## src/rtl/mem_arb_pkg.sv

```systemverilog
// mem_arb_pkg
// Shared types and constants for the data memory arbiter.
//   arb_state_t : ownership state of the arbiter (IDLE, OWN0, OWN1)
//   PORT_CORE   : port id of the MIPS core datapath
//   PORT_LOADER : port id of the loader/debug master
package mem_arb_pkg;

    typedef enum logic [1:0] {
        IDLE = 2'd0,
        OWN0 = 2'd1,
        OWN1 = 2'd2
    } arb_state_t;

    localparam logic PORT_CORE   = 1'b0;
    localparam logic PORT_LOADER = 1'b1;

endpackage

```

## src/rtl/rr_arbiter_2.sv

```systemverilog
// rr_arbiter_2
// Combinational two-way arbitration decision.
// Ports:
//   req   in  [1:0] raw requests, bit n = port n
//   last  in        port granted most recently
//   mask  in  [1:0] port n loses any tie when mask[n] is set
//   allow in  [1:0] port n may be granted at all (lock restriction)
//   gnt   out [1:0] one-hot grant, or zero
// Build option: MEM_ARB_ROUND_ROBIN_EN makes an unmasked tie go to the port
// other than last; without it port 0 always wins an unmasked tie.
module rr_arbiter_2
    import mem_arb_pkg::*;
(
    input  logic [1:0] req,
    input  logic       last,
    input  logic [1:0] mask,
    input  logic [1:0] allow,
    output logic [1:0] gnt
);

    logic [1:0] live;
    logic       tie_pick;

    assign live = req & allow;

`ifdef MEM_ARB_ROUND_ROBIN_EN
    assign tie_pick = ~last;
`else
    // Fixed priority: last has no say in tie breaking.
    logic unused_last;
    assign unused_last = last;
    assign tie_pick    = PORT_CORE;
`endif

    // A mask on exactly one side decides the tie outright; otherwise the
    // build-dependent tie rule applies.
    always_comb begin
        gnt = 2'b00;
        case (live)
            2'b01: gnt = 2'b01;
            2'b10: gnt = 2'b10;
            2'b11: begin
                if (mask == 2'b01)
                    gnt = 2'b10;
                else if (mask == 2'b10)
                    gnt = 2'b01;
                else
                    gnt = tie_pick ? 2'b10 : 2'b01;
            end
            default: gnt = 2'b00;
        endcase
    end

endmodule

```

## src/rtl/data_memory_arbiter.sv

```systemverilog
// data_memory_arbiter
// Shares the single-port synchronous data_memory between the core datapath
// (port 0) and the loader/debug master (port 1). Grants are combinational,
// read data returns one cycle after the grant to the port that issued it.
// A port may lock ownership for at most MAX_LOCK consecutive cycles.
// Ports:
//   clk, rst (async, active low)
//   req/we/addr/wdata/lock 0 and 1 : requester inputs
//   gnt0/gnt1                      : combinational grants
//   rvalid0/1, rdata0/1            : registered read return (rdata 0 when idle)
//   mem_en/mem_we/mem_addr/mem_wdata/mem_rdata : data_memory side
// Build option: MEM_ARB_ROUND_ROBIN_EN (tie rule, see rr_arbiter_2).
module data_memory_arbiter
    import mem_arb_pkg::*;
#(
    parameter int WORD_SIZE = 32,
    parameter int MAX_LOCK  = 16
) (
    input  logic                 clk,
    input  logic                 rst,
    input  logic                 req0,
    input  logic                 we0,
    input  logic [WORD_SIZE-1:0] addr0,
    input  logic [WORD_SIZE-1:0] wdata0,
    input  logic                 lock0,
    input  logic                 req1,
    input  logic                 we1,
    input  logic [WORD_SIZE-1:0] addr1,
    input  logic [WORD_SIZE-1:0] wdata1,
    input  logic                 lock1,
    output logic                 gnt0,
    output logic                 gnt1,
    output logic                 rvalid0,
    output logic                 rvalid1,
    output logic [WORD_SIZE-1:0] rdata0,
    output logic [WORD_SIZE-1:0] rdata1,
    output logic                 mem_en,
    output logic                 mem_we,
    output logic [WORD_SIZE-1:0] mem_addr,
    output logic [WORD_SIZE-1:0] mem_wdata,
    input  logic [WORD_SIZE-1:0] mem_rdata
);

    localparam int            CW       = $clog2(MAX_LOCK + 1);
    localparam logic [CW-1:0] HOLD_MAX = CW'(MAX_LOCK);

    arb_state_t    state, next_state;
    logic          last;
    logic [CW-1:0] hold_cnt, next_hold;
    logic          rd_pending;
    logic          rd_owner;
    logic [1:0]    lock_block, next_lock_block;

    logic          restrict0, restrict1, at_limit;
    logic [1:0]    lim_mask, mask, allow, arb_gnt, eff_lock;

    // The owner keeps exclusivity only while below the hold limit; at the
    // limit the cycle is arbitrated normally with the owner losing ties and
    // its lock ignored, which is what forces the state back to IDLE.
    assign restrict0 = (state == OWN0) && lock0 && (hold_cnt != HOLD_MAX);
    assign restrict1 = (state == OWN1) && lock1 && (hold_cnt != HOLD_MAX);
    assign at_limit  = (state != IDLE) && (hold_cnt == HOLD_MAX);
    assign lim_mask  = at_limit ? ((state == OWN0) ? 2'b01 : 2'b10) : 2'b00;
    assign mask      = lock_block | lim_mask;
    assign allow     = {~restrict0, ~restrict1};
    assign eff_lock  = {lock1, lock0} & ~mask;

    rr_arbiter_2 u_arb (
        .req   ({req1, req0}),
        .last  (last),
        .mask  (mask),
        .allow (allow),
        .gnt   (arb_gnt)
    );

    // Grants are forced low while reset is held so nothing reaches memory.
    assign gnt0 = rst & arb_gnt[0];
    assign gnt1 = rst & arb_gnt[1];

    // Next ownership state, hold counter and re-lock blocking. hold_cnt only
    // increments while restricted, which implies it is below HOLD_MAX, so it
    // saturates without an explicit compare.
    always_comb begin
        next_state = IDLE;
        next_hold  = '0;
        if (restrict0) begin
            next_state = OWN0;
            next_hold  = hold_cnt + CW'(1);
        end else if (restrict1) begin
            next_state = OWN1;
            next_hold  = hold_cnt + CW'(1);
        end else if (arb_gnt[0] && eff_lock[0]) begin
            next_state = OWN0;
            next_hold  = CW'(1);
        end else if (arb_gnt[1] && eff_lock[1]) begin
            next_state = OWN1;
            next_hold  = CW'(1);
        end
        for (int i = 0; i < 2; i++) begin
            if (lim_mask[i])
                next_lock_block[i] = 1'b1;
            else if (arb_gnt[i])
                next_lock_block[i] = lock_block[i];
            else
                next_lock_block[i] = 1'b0;
        end
    end

    // Memory-side mux; everything is zero when nobody is granted.
    always_comb begin
        mem_en    = 1'b0;
        mem_we    = 1'b0;
        mem_addr  = '0;
        mem_wdata = '0;
        if (gnt0) begin
            mem_en    = 1'b1;
            mem_we    = we0;
            mem_addr  = addr0;
            mem_wdata = wdata0;
        end else if (gnt1) begin
            mem_en    = 1'b1;
            mem_we    = we1;
            mem_addr  = addr1;
            mem_wdata = wdata1;
        end
    end

    // State registers; reset drops any pending read and releases locks.
    always_ff @(posedge clk or negedge rst) begin
        if (!rst) begin
            state      <= IDLE;
            last       <= PORT_LOADER;
            hold_cnt   <= '0;
            rd_pending <= 1'b0;
            rd_owner   <= PORT_CORE;
            lock_block <= 2'b00;
        end else begin
            state      <= next_state;
            hold_cnt   <= next_hold;
            lock_block <= next_lock_block;
            rd_pending <= (arb_gnt[0] && !we0) || (arb_gnt[1] && !we1);
            if (arb_gnt != 2'b00) begin
                last     <= arb_gnt[1] ? PORT_LOADER : PORT_CORE;
                rd_owner <= arb_gnt[1] ? PORT_LOADER : PORT_CORE;
            end
        end
    end

    assign rvalid0 = rd_pending && (rd_owner == PORT_CORE);
    assign rvalid1 = rd_pending && (rd_owner == PORT_LOADER);
    assign rdata0  = rvalid0 ? mem_rdata : '0;
    assign rdata1  = rvalid1 ? mem_rdata : '0;

endmodule

```

## config.mk

```make
export PLATFORM = sky130hd
export DESIGN_NAME = data_memory_arbiter
export DESIGN_NICKNAME = d
export VERILOG_FILES = /design/src/rtl/mem_arb_pkg.sv /design/src/rtl/rr_arbiter_2.sv /design/src/rtl/data_memory_arbiter.sv
export SDC_FILE = /design/constraint.sdc
export NUM_CORES = 1
export LEC_CHECK = 0
export ABC_CLOCK_PERIOD_IN_PS = 3200
export CAP_MARGIN = 25
export CORE_AREA = 2 2 117 119
export CTS_BUF_LIST = sky130_fd_sc_hd__clkbuf_4 sky130_fd_sc_hd__clkbuf_8
export CTS_CLUSTER_DIAMETER = 50
export DETAILED_ROUTE_END_ITERATION = 8
export DIE_AREA = 0 0 119 121
export HOLD_SLACK_MARGIN = 0.08
export PLACE_DENSITY = 0.57
export SETUP_SLACK_MARGIN = 0.4
export SLEW_MARGIN = 10
export SYNTH_ARGS = -nofsm -noshare
export SYNTH_HDL_FRONTEND = slang
export SYNTH_SLANG_ARGS = --single-unit
export TNS_END_PERCENT = 30
```

## constraint.sdc

```tcl
create_clock -name clk -period 3.2 [get_ports clk]
set_input_delay 0.64 -clock clk [delete_from_list [all_inputs] [get_ports clk]]
set_output_delay 0.64 -clock clk [all_outputs]
set_load 0.01 [all_outputs]
```

# After elaboration in Yosys (flattened, before gate mapping)
# Cells that the tools add are included.
[totals]
wordCells = 69
output_inout_bits = 134
register_bits = 11
in_bits = 168
[op_classes]
mux = 27
addsub = 1
n_reduce_logical = 16
n_bitwise = 9
eq_ne = 10
[ops]
columns = ["op", "count"]
rows = [
  ["32-bit two-way mux", 6],
  ["2-bit two-way mux", 7],
  ["1-bit logical AND", 11],
  ["1-bit two-way mux", 11],
  ["5-bit two-way mux", 2],
  ["2-bit by 1-bit == test with 1-bit output (second input constant)", 3],
  ["2-bit == test (second input constant)", 3],
  ["2-bit one-hot mux with 3 select lines", 1],
  ["5-bit by 1-bit adder with 5-bit output (second input constant)", 1],
  ["5-bit == test (second input constant)", 1],
  ["5-bit inequality test (second input constant)", 1],
  ["2-bit bitwise AND", 2],
  ["2-bit inequality test (second input constant)", 2],
  ["2-bit nonzero test", 2],
  ["1-bit NOT", 3],
  ["1-bit bitwise AND", 2],
  ["1-bit zero test", 2],
  ["2-bit NOT", 1],
  ["2-bit bitwise OR", 1],
  ["1-bit logical OR", 1],
]

# Longest topological paths before layout
# Gate-level depths: netlist (run 1).
[logic_depth]
depth_word = 12
mapped_depth = 10

# Modules after synthesis
# From an unflattened synthesis (run 1), not the netlist that was laid out.
[hier_totals]
hier_cells = 217
area_unflattened_um2 = 1707.9
[by_module_without_submodules]
columns = ["mod", "area_per_inst_um2", "n_inst", "cells_each"]
rows = [
  ["data_memory_arbiter", 1674.1, 1, 213],
  ["rr_arbiter_2", 33.8, 1, 4],
]

# Worst setup path before layout (run 1)
# OpenSTA, ideal clock, no wires.
[synth_timing]
path_type = "reg-to-output"
from = "register hold_cnt[0]"
to = "output mem_addr[0]"
setup_slack_ps = 578
path_stages_with_launch = 11
arrival_time_ps = 1982
path_cell_list = "dfrtp_1 > inv_1 > ha_1 > nor4bb_1 > buf_4 > o21a_1 > buf_4 > o2111a_1 > buf_4 > buf_4 > a22o_1"
[synth_between]
elab_chain_cells = 10
[synth_rtl]
columns = ["item", "line_no", "text"]
rows = [
  ["start: declaration", "data_memory_arbiter.sv:49", "logic [CW-1:0] hold_cnt, next_hold;"],
  ["start signal: assignment", "data_memory_arbiter.sv:139", "hold_cnt <= next_hold;"],
  ["5-bit == test", "data_memory_arbiter.sv:62", "assign at_limit = (state != IDLE) && (hold_cnt == HOLD_MAX);"],
  ["1-bit logical AND", "data_memory_arbiter.sv:62", ""],
  ["2-bit two-way mux", "data_memory_arbiter.sv:63", "assign lim_mask = at_limit ? ((state == OWN0) ? 2'b01 : 2'b10) : 2'b00;"],
  ["2-bit bitwise OR", "data_memory_arbiter.sv:64", "assign mask = lock_block | lim_mask;"],
  ["2-bit by 1-bit == test with 1-bit output", "rr_arbiter_2.sv:43", "if (mask == 2'b01)"],
  ["2-bit two-way mux", "rr_arbiter_2.sv:43", ""],
  ["2-bit one-hot mux with 3 select lines *", "rr_arbiter_2.sv:39", "case (live)"],
  ["1-bit bitwise AND", "data_memory_arbiter.sv:78", "assign gnt1 = rst & arb_gnt[1];"],
  ["32-bit two-way mux", "data_memory_arbiter.sv:120", "end else if (gnt1) begin"],
  ["32-bit two-way mux *", "data_memory_arbiter.sv:115", "if (gnt0) begin"],
  ["end: declaration", "data_memory_arbiter.sv:39", "output logic [WORD_SIZE-1:0] mem_addr,"],
]
# Mark *: on every way between the ends. The rest lies on a longest branch, timed or not.

# Worst setup path in the final report (run 1)
[layout_timing]
from = "register hold_cnt[0]"
to = "output mem_addr[14]"
# The elaborated chain is that of the path after synthesis.

==> reports/results.ini, run 1 <==
[global_route]
grt_pass1_wl_mm=18.4
overflow=0
grt_max_degree=35
antenna_found_initial=1
track_usage_pct=16.1
grt_pass1_vias=3222

[cells_and_area]
nFillCells=1287
syn2layout_area_growth_pct=210
finalNetCount=724
final_area_um2=5450
layout-drive-gt1-share_pct=25.5

[power]
p_leak_nw=2.44
pwr-share-comb_pct=70.9
sw_frac_of_total_pct=31.7
pwr_density_cell_nw_per_um2=187
internal_power_mw=0.696
vdd_drop_max_mv=0.196
clkPwrFrac_pct=13.9
switchingPower_mw=0.323
p_seq_share_pct=15.2

[detailed_routing]
vias=3137
viasPerCell=4.29
drc=0
drtIter0Drc=107
firstDrtPassIters=4
wl_per_cell_um=17.1
routed_wl_mm=12.5
ant_nets=0

[timing]
setup_slack_ns=0.144
setup_viol_count_final=0
finalCritPeriodShare_pct=95.5
tns_ns=0
skew_ns=0.0124
fmax_mhz=327
slew_viol_final=0
rsz0062_at_grt=true
tightest_slew_ns=0.307
holdWs_ns=0.578
relSlewSlack_pct=79.5
finalCriticalPeriod_ns=3.06
hold_viol_final=0

[critical_path]
startpoint_type=flip-flop
crit_chain=inv_2 -> ha_4 -> nor4bb_4 -> buf_6 -> o21a_4 -> a311oi_4 -> buf_12 -> buf_12 -> buf_8 -> buf_16 -> a22o_1 -> buf_2
path_common_cell=buf_12
cp-end-kind=output port
crit_type=flip-flop to output port
cpLargestDelayFamily=buffers and inverters
crit_path_max_incr_delay_ns=0.36
worst-path-max-fanout=7
critPathSlowestCell=dfrtp_1
crit_arrival_ns=2.42
required_ns=2.56
worst-path-buf-inv=7

[synthesis]
ys_ff_latch=11
synth_fp_nets=384
yosysSeqAreaShare_pct=15.7
synth_area_um2=1760
ys_warn_count=0
ys_types=38
avgSynthCellArea_um2=8.20
syn_inst=214

[placed_design]
place_ws_ns=-0.244
place_hpwl_mm=9.62
post_dp_cell_area_um2=5140
portBuffers=301
gp_congestion=0.823

[min_path]
holdCritPathClass=flip-flop to flip-flop

[die]
dieArea_um2=14400
die_w_um=119
start_util_pct=13.4
rows=42
die_y_um=121
ioPinCount=302
core_area_um2=13100

[clocking]
cts.path.max_buffers=2
clkLatencyLatePin_ns=0.24
ctsHoldBuffers=0
cts-root-buf=clkbuf_8
cts_inserted_buffers=3
cts_num_sinks=11
clk_pin_slew_worst_paths_ns=0.06
cts_tree=built
htree_levels=1

[job]
drv_cap=0

[outcome]
status=finished, final reports clean

==> path summary, 6_finish.rpt <==
| check | from | to | slack, ns | cells past startpoint |
|---|---|---|---|---|
| max in group asynchronous | rst | hold_cnt[2] | 2.24 | 2 |
| worst max register to register | hold_cnt[0] | rd_pending | 1.36 | 9 |
| min in group asynchronous | rst | lock_block[0] | 0.79 | 2 |
| worst max-delay path | hold_cnt[0] | mem_addr[14] | 0.14 | 12 |
| worst min register to register | hold_cnt[4] | hold_cnt[4] | 0.58 | 2 |
| worst min-delay path | hold_cnt[4] | hold_cnt[4] | 0.58 | 2 |
==> cell usage in the layout (no fill, tap or decap), types with 4 or more instances in the layout <==
cell type / instances
buf_2: 52
dfrtp_1: 10
dlygate4sd2_1: 4
and2_1: 33
clkdlybuf4s50_1: 231
buf_6: 17
buf_16: 5
clkdlybuf4s15_2: 4
and3_1: 33
nor2_1: 5
a22o_1: 65
buf_12: 10
nand3b_1: 4
buf_4: 31
==> tightest hold or removal path, cell delays in order (launching register included) <==
cell and delay [ns]:
dfrtp_1 0.38, xor2_1 0.08, nor2_1 0.08
==> per-layer routing <==
layer	routed length, um	vias up	track usage [%]
li1	-	1515	-
met1	4930	1446	19.3
met2	6400	162	29.3
met3	982	14	3.90
met4	195	0	2.90
met5	0	-	0
==> cell usage after synthesis <==
cell | number | area, um^2
o21a_1 | 1 | 7.51
nor2_1 | 5 | 18.8
a21oi_2 | 1 | 8.76
buf_2 | 6 | 30.0
o2111a_1 | 1 | 11.3
clkbuf_1 | 9 | 33.8
or4bb_1 | 1 | 11.3
nand3b_1 | 4 | 30.0
ha_1 | 2 | 25.0
o22a_1 | 1 | 8.76
and3_1 | 33 | 206
a211o_1 | 1 | 8.76
a311oi_2 | 1 | 15.0
o2111ai_1 | 1 | 8.76
o211ai_1 | 2 | 15.0
buf_6 | 3 | 33.8
xor2_1 | 2 | 17.5
nand2_1 | 1 | 3.75
nor2b_1 | 1 | 6.26
xnor2_1 | 1 | 8.76
o21ai_4 | 1 | 16.3
nand4bb_1 | 1 | 11.3
or2_2 | 1 | 6.26
a22o_1 | 65 | 569
o32ai_1 | 1 | 8.76
a31oi_1 | 1 | 6.26
inv_1 | 5 | 18.8
a21boi_0 | 1 | 7.51
o22ai_1 | 1 | 6.26
o21ai_0 | 1 | 5.00
nand3_1 | 3 | 15.0
a21o_1 | 2 | 15.0
buf_4 | 7 | 52.6
dfrtp_1 | 11 | 275
and2_1 | 33 | 206
a32o_1 | 1 | 10.0
nand2b_1 | 1 | 6.26
nor4bb_1 | 1 | 10.0
==> kinds of logic after synthesis <==
family                   synth area share (%)
adder cells (fa/ha/maj)                  1.43
AO/OA/AOI/OAI                            41.5
XOR/XNOR                                 1.50
flip-flops                               15.7
buffers and inverters                    9.62
AND/OR/NAND/NOR                          30.3
==> area by class of cell <==
| type | instances | area [um^2] | area share (%) |
|---|---|---|---|
| clock inverters | 1 | 5.00 | 0.0919 |
| multi-input cells | 173 | 1380 | 25.3 |
| diodes | 2 | 5.00 | 0.0919 |
| inverters | 5 | 18.8 | 0.345 |
| repair buffers | 360 | 3500 | 64.3 |
| clock buffers | 3 | 41.3 | 0.758 |
| well taps | 176 | 220 | 4.04 |
| flip-flops and latches | 11 | 277 | 5.08 |
==> power groups by stage <==
stage,logic [mW],registers [mW],clock network [mW]
after floorplan,0.214,0.157,0
after global placement,0.687,0.156,0
after detailed placement,0.689,0.156,0
after CTS,0.719,0.154,0.146
after global routing,0.771,0.156,0.154
final,0.722,0.155,0.141
==> state kept, by name, summed over array words and instances, names as in the netlist <==
register and count:
hold_cnt 5, lock_block 2, state 2, rd_owner 1, rd_pending 1
==> stage by stage <==
stage	util [%]	std cells	total power [mW]
5_1_grt	41.6	729	1.08
3_5_place_dp	39.3	693	0.845
6_report	41.6	731	1.02
4_1_cts	41.4	726	1.02
2_1_floorplan	-	214	0.371
3_3_place_gp	39.3	693	0.843
==> timing repair <==
item	CTS	global route
endpoints found under the hold margin	0	0
setup endpoints to repair	68	68
buffers inserted	23	2
gates cloned	6	1
resized for setup	293	11
pin swaps	27	13
(Power assumes the default switching activity.)
==> run 2: changes to the inputs <==
--- a/config.mk
+++ b/config.mk
@@ -5,7 +5,7 @@
 export SDC_FILE = /design/constraint.sdc
 export NUM_CORES = 1
 export LEC_CHECK = 0
-export ABC_CLOCK_PERIOD_IN_PS = 3200
+export ABC_CLOCK_PERIOD_IN_PS = 3150
 export CAP_MARGIN = 25
 export CORE_AREA = 2 2 117 119
 export CTS_BUF_LIST = sky130_fd_sc_hd__clkbuf_4 sky130_fd_sc_hd__clkbuf_8
==> constraint.sdc (replaced) <==
create_clock -name clk -period 3.15 [get_ports clk]
set_input_delay 0.63 -clock clk [delete_from_list [all_inputs] [get_ports clk]]
set_output_delay 0.63 -clock clk [all_outputs]
set_load 0.01 [all_outputs]
==> reports/results.ini, run 2 (synthesis results as in run 1) <==
[timing]
setup_viol_count_final=0  ; unchanged
relSlewSlack_pct=78.9  ; -0.59 points
fmax_mhz=329
rsz0062_at_grt=true
tightest_slew_ns=0.316  ; +0.00882 ns
setup_slack_ns=0.114  ; -0.0304 ns
holdWs_ns=0.617  ; +0.0389 ns
skew_ns=0.00394  ; -0.00841 ns
finalCritPeriodShare_pct=96.4
slew_viol_final=0  ; unchanged
hold_viol_final=0  ; unchanged
finalCriticalPeriod_ns=3.04

[cells_and_area]
largest_register_ffs=5  ; unchanged
ff_latch_area_um2=275  ; -0.45%
nFillCells=1293  ; +0.47%
layout-drive-gt1-share_pct=25.0  ; -0.45 points
top_register=hold_cnt
finalNetCount=718  ; -0.83%
multi_input_area_um2=1380  ; unchanged
final_util_pct=41.4  ; -0.22 points
syn2layout_area_growth_pct=209
layout.cells.non_filler=726  ; -0.68%
top_regs=hold_cnt: 5 flops, lock_block: 2 flops, state: 2 flops
final_common_cell=clkdlybuf4s50_1
most-common-layout-cells=clkdlybuf4s50_1 (231), a22o_1 (65), buf_2 (49), and2_1 (33), and3_1 (33)

[detailed_routing]
viasPerCell=4.28  ; -0.27%
wl_per_cell_um=17.1  ; about the same
routed_wl_mm=12.4  ; -0.59%
firstDrtPassIters=4  ; unchanged
ant_nets=0  ; unchanged
vias=3107  ; -0.96%
drc=0  ; unchanged
drtIter0Drc=87  ; -19%

[critical_path]
required_ns=2.52  ; -0.04 ns
crit_type=flip-flop to output port
crit_arrival_ns=2.41  ; about the same
worst-path-max-fanout=6  ; -1
cp-end-kind=output port
startpoint_type=flip-flop
worst-r2r-setup-slack_ns=1.31  ; -0.05 ns

[die]
die_y_um=121  ; unchanged
core_area_um2=13100  ; unchanged
start_util_pct=13.4  ; unchanged
rows=42  ; unchanged
dieArea_um2=14400  ; unchanged
ioPinCount=302  ; unchanged
die_w_um=119  ; unchanged

[global_route]
grt_max_degree=35  ; unchanged
overflow=0  ; unchanged
antenna_found_initial=3  ; +2
grt_pass1_wl_mm=17.8  ; -3.1%
track_usage_pct=15.4  ; -0.67 points
grt_pass1_vias=3134  ; -2.7%

[placed_design]
place_ws_ns=-0.303  ; -0.0587 ns
place_hpwl_mm=9.62  ; about the same
gp_congestion=0.799  ; -3.0%
portBuffers=301  ; unchanged
post-place-cells=695  ; +0.29%

[power]
vdd_drop_max_mv=0.173  ; -12%
pwr_density_cell_nw_per_um2=191  ; +2.2%
finalPower_mw=1.03  ; +1.6%
p_leak_nw=2.42  ; -0.81%
clkPwrFrac_pct=14.7  ; +0.8 points
pwr-share-comb_pct=70.2  ; -0.7 points
switchingPower_mw=0.324  ; +0.25%
p_seq_share_pct=15.1  ; about the same
sw_frac_of_total_pct=31.3  ; -0.43 points
internal_power_mw=0.711  ; +2.3%

[clocking]
clkLatencyLatePin_ns=0.24  ; about the same
cts_inserted_buffers=3  ; unchanged
ctsHoldBuffers=0  ; unchanged
cts.path.max_buffers=2  ; unchanged
cts-root-buf=clkbuf_8
cts_num_sinks=11  ; unchanged
cts_tree=built
clk_pin_slew_worst_paths_ns=0.05  ; about the same
htree_levels=1  ; unchanged

[min_path]
holdCritPathClass=flip-flop to flip-flop

[job]
drv_cap=0  ; unchanged

[outcome]
status=finished, final reports clean

[run 2: cell count changes in the layout (fill, tap and decap cells not counted), sizes merged]
cell,before,now
dlygate4sd2,4,1
clkbuf,5,11
diode,2,3
dlymetal6s2s,0,1
clkinv,1,0
clkdlybuf4s15,5,4
buf,118,110
[run 2: metal layers]
metal	GRT usage, %	part of all wire (%)
met1	17.4	39
met2	28.6	51
met3	4.84	9.0
met4	2.83	1.4
met5	0	0
[run 2: path summary, 6_finish.rpt]
| path | from | endpoint | cells after the start |
|---|---|---|---|
| worst max-delay path | hold_cnt[0] | mem_wdata[14] | 9 |
| worst min-delay path | hold_cnt[4] | hold_cnt[4] | 2 |
| worst max register to register | hold_cnt[0] | hold_cnt[0] | 9 |
| worst min register to register | hold_cnt[4] | hold_cnt[4] | 2 |
| max in group asynchronous | rst | hold_cnt[2] | 2 |
| min in group asynchronous | rst | state[1] | 2 |
[run 2: timing repair]
| item | 4_1_cts | 5_1_grt |
|---|---|---|
| setup buffers | 11 | 5 |
| setup endpoints to repair | 68 | 68 |
| cloned | 3 | 5 |
| pin swaps | 28 | 14 |
| resized for setup | 276 | 32 |
| hold endpoints to repair | 0 | 0 |
[run 2: area by class of cell]
type                            count  share of cell area [%]
Multi-Input combinational cell    173                    25.5
Inverter                            5                   0.347
Timing Repair Buffer              354                    64.0
Sequential cell                    11                    5.08
Tap cell                          176                    4.07
Antenna cell                        3                   0.139
Clock buffer                        4                   0.901
[run 2: power groups by stage]
stage,combinational [mW],clock [mW],sequential [mW]
final,0.727,0.152,0.156
after global routing,0.773,0.166,0.157
after CTS,0.704,0.156,0.156
after detailed placement,0.702,0,0.158
after global placement,0.699,0,0.157
after floorplan,0.217,0,0.159
[run 2: critical path, cell delays in order, from the launching register on]
cell	delay (ns)
dfrtp_1	0.38
inv_2	0.08
ha_4	0.13
or4bb_4	0.48
o22ai_4	0.13
o2111a_2	0.31
buf_8	0.17
buf_8	0.12
a22o_1	0.13
clkdlybuf4s15_2	0.22
[run 2: stage by stage]
stage / cell area (um^2) / setup TNS (ns)
after floorplan: 1760 / 0
after global placement: 5140 / -15.03
after detailed placement: 5140 / -17.94
after CTS: 5230 / -0.0153
after global routing: 5410 / 0
final: 5420 / 0
==> run 3: changes to the inputs <==
--- a/config.mk
+++ b/config.mk
@@ -12,6 +12,7 @@
 export CTS_CLUSTER_DIAMETER = 50
 export DETAILED_ROUTE_END_ITERATION = 8
 export DIE_AREA = 0 0 119 121
+export GPL_ROUTABILITY_DRIVEN = 0
 export HOLD_SLACK_MARGIN = 0.08
 export PLACE_DENSITY = 0.57
 export SETUP_SLACK_MARGIN = 0.4
==> results of run 3 <==
Final layout, timing and power as in run 2 (identical DEF).
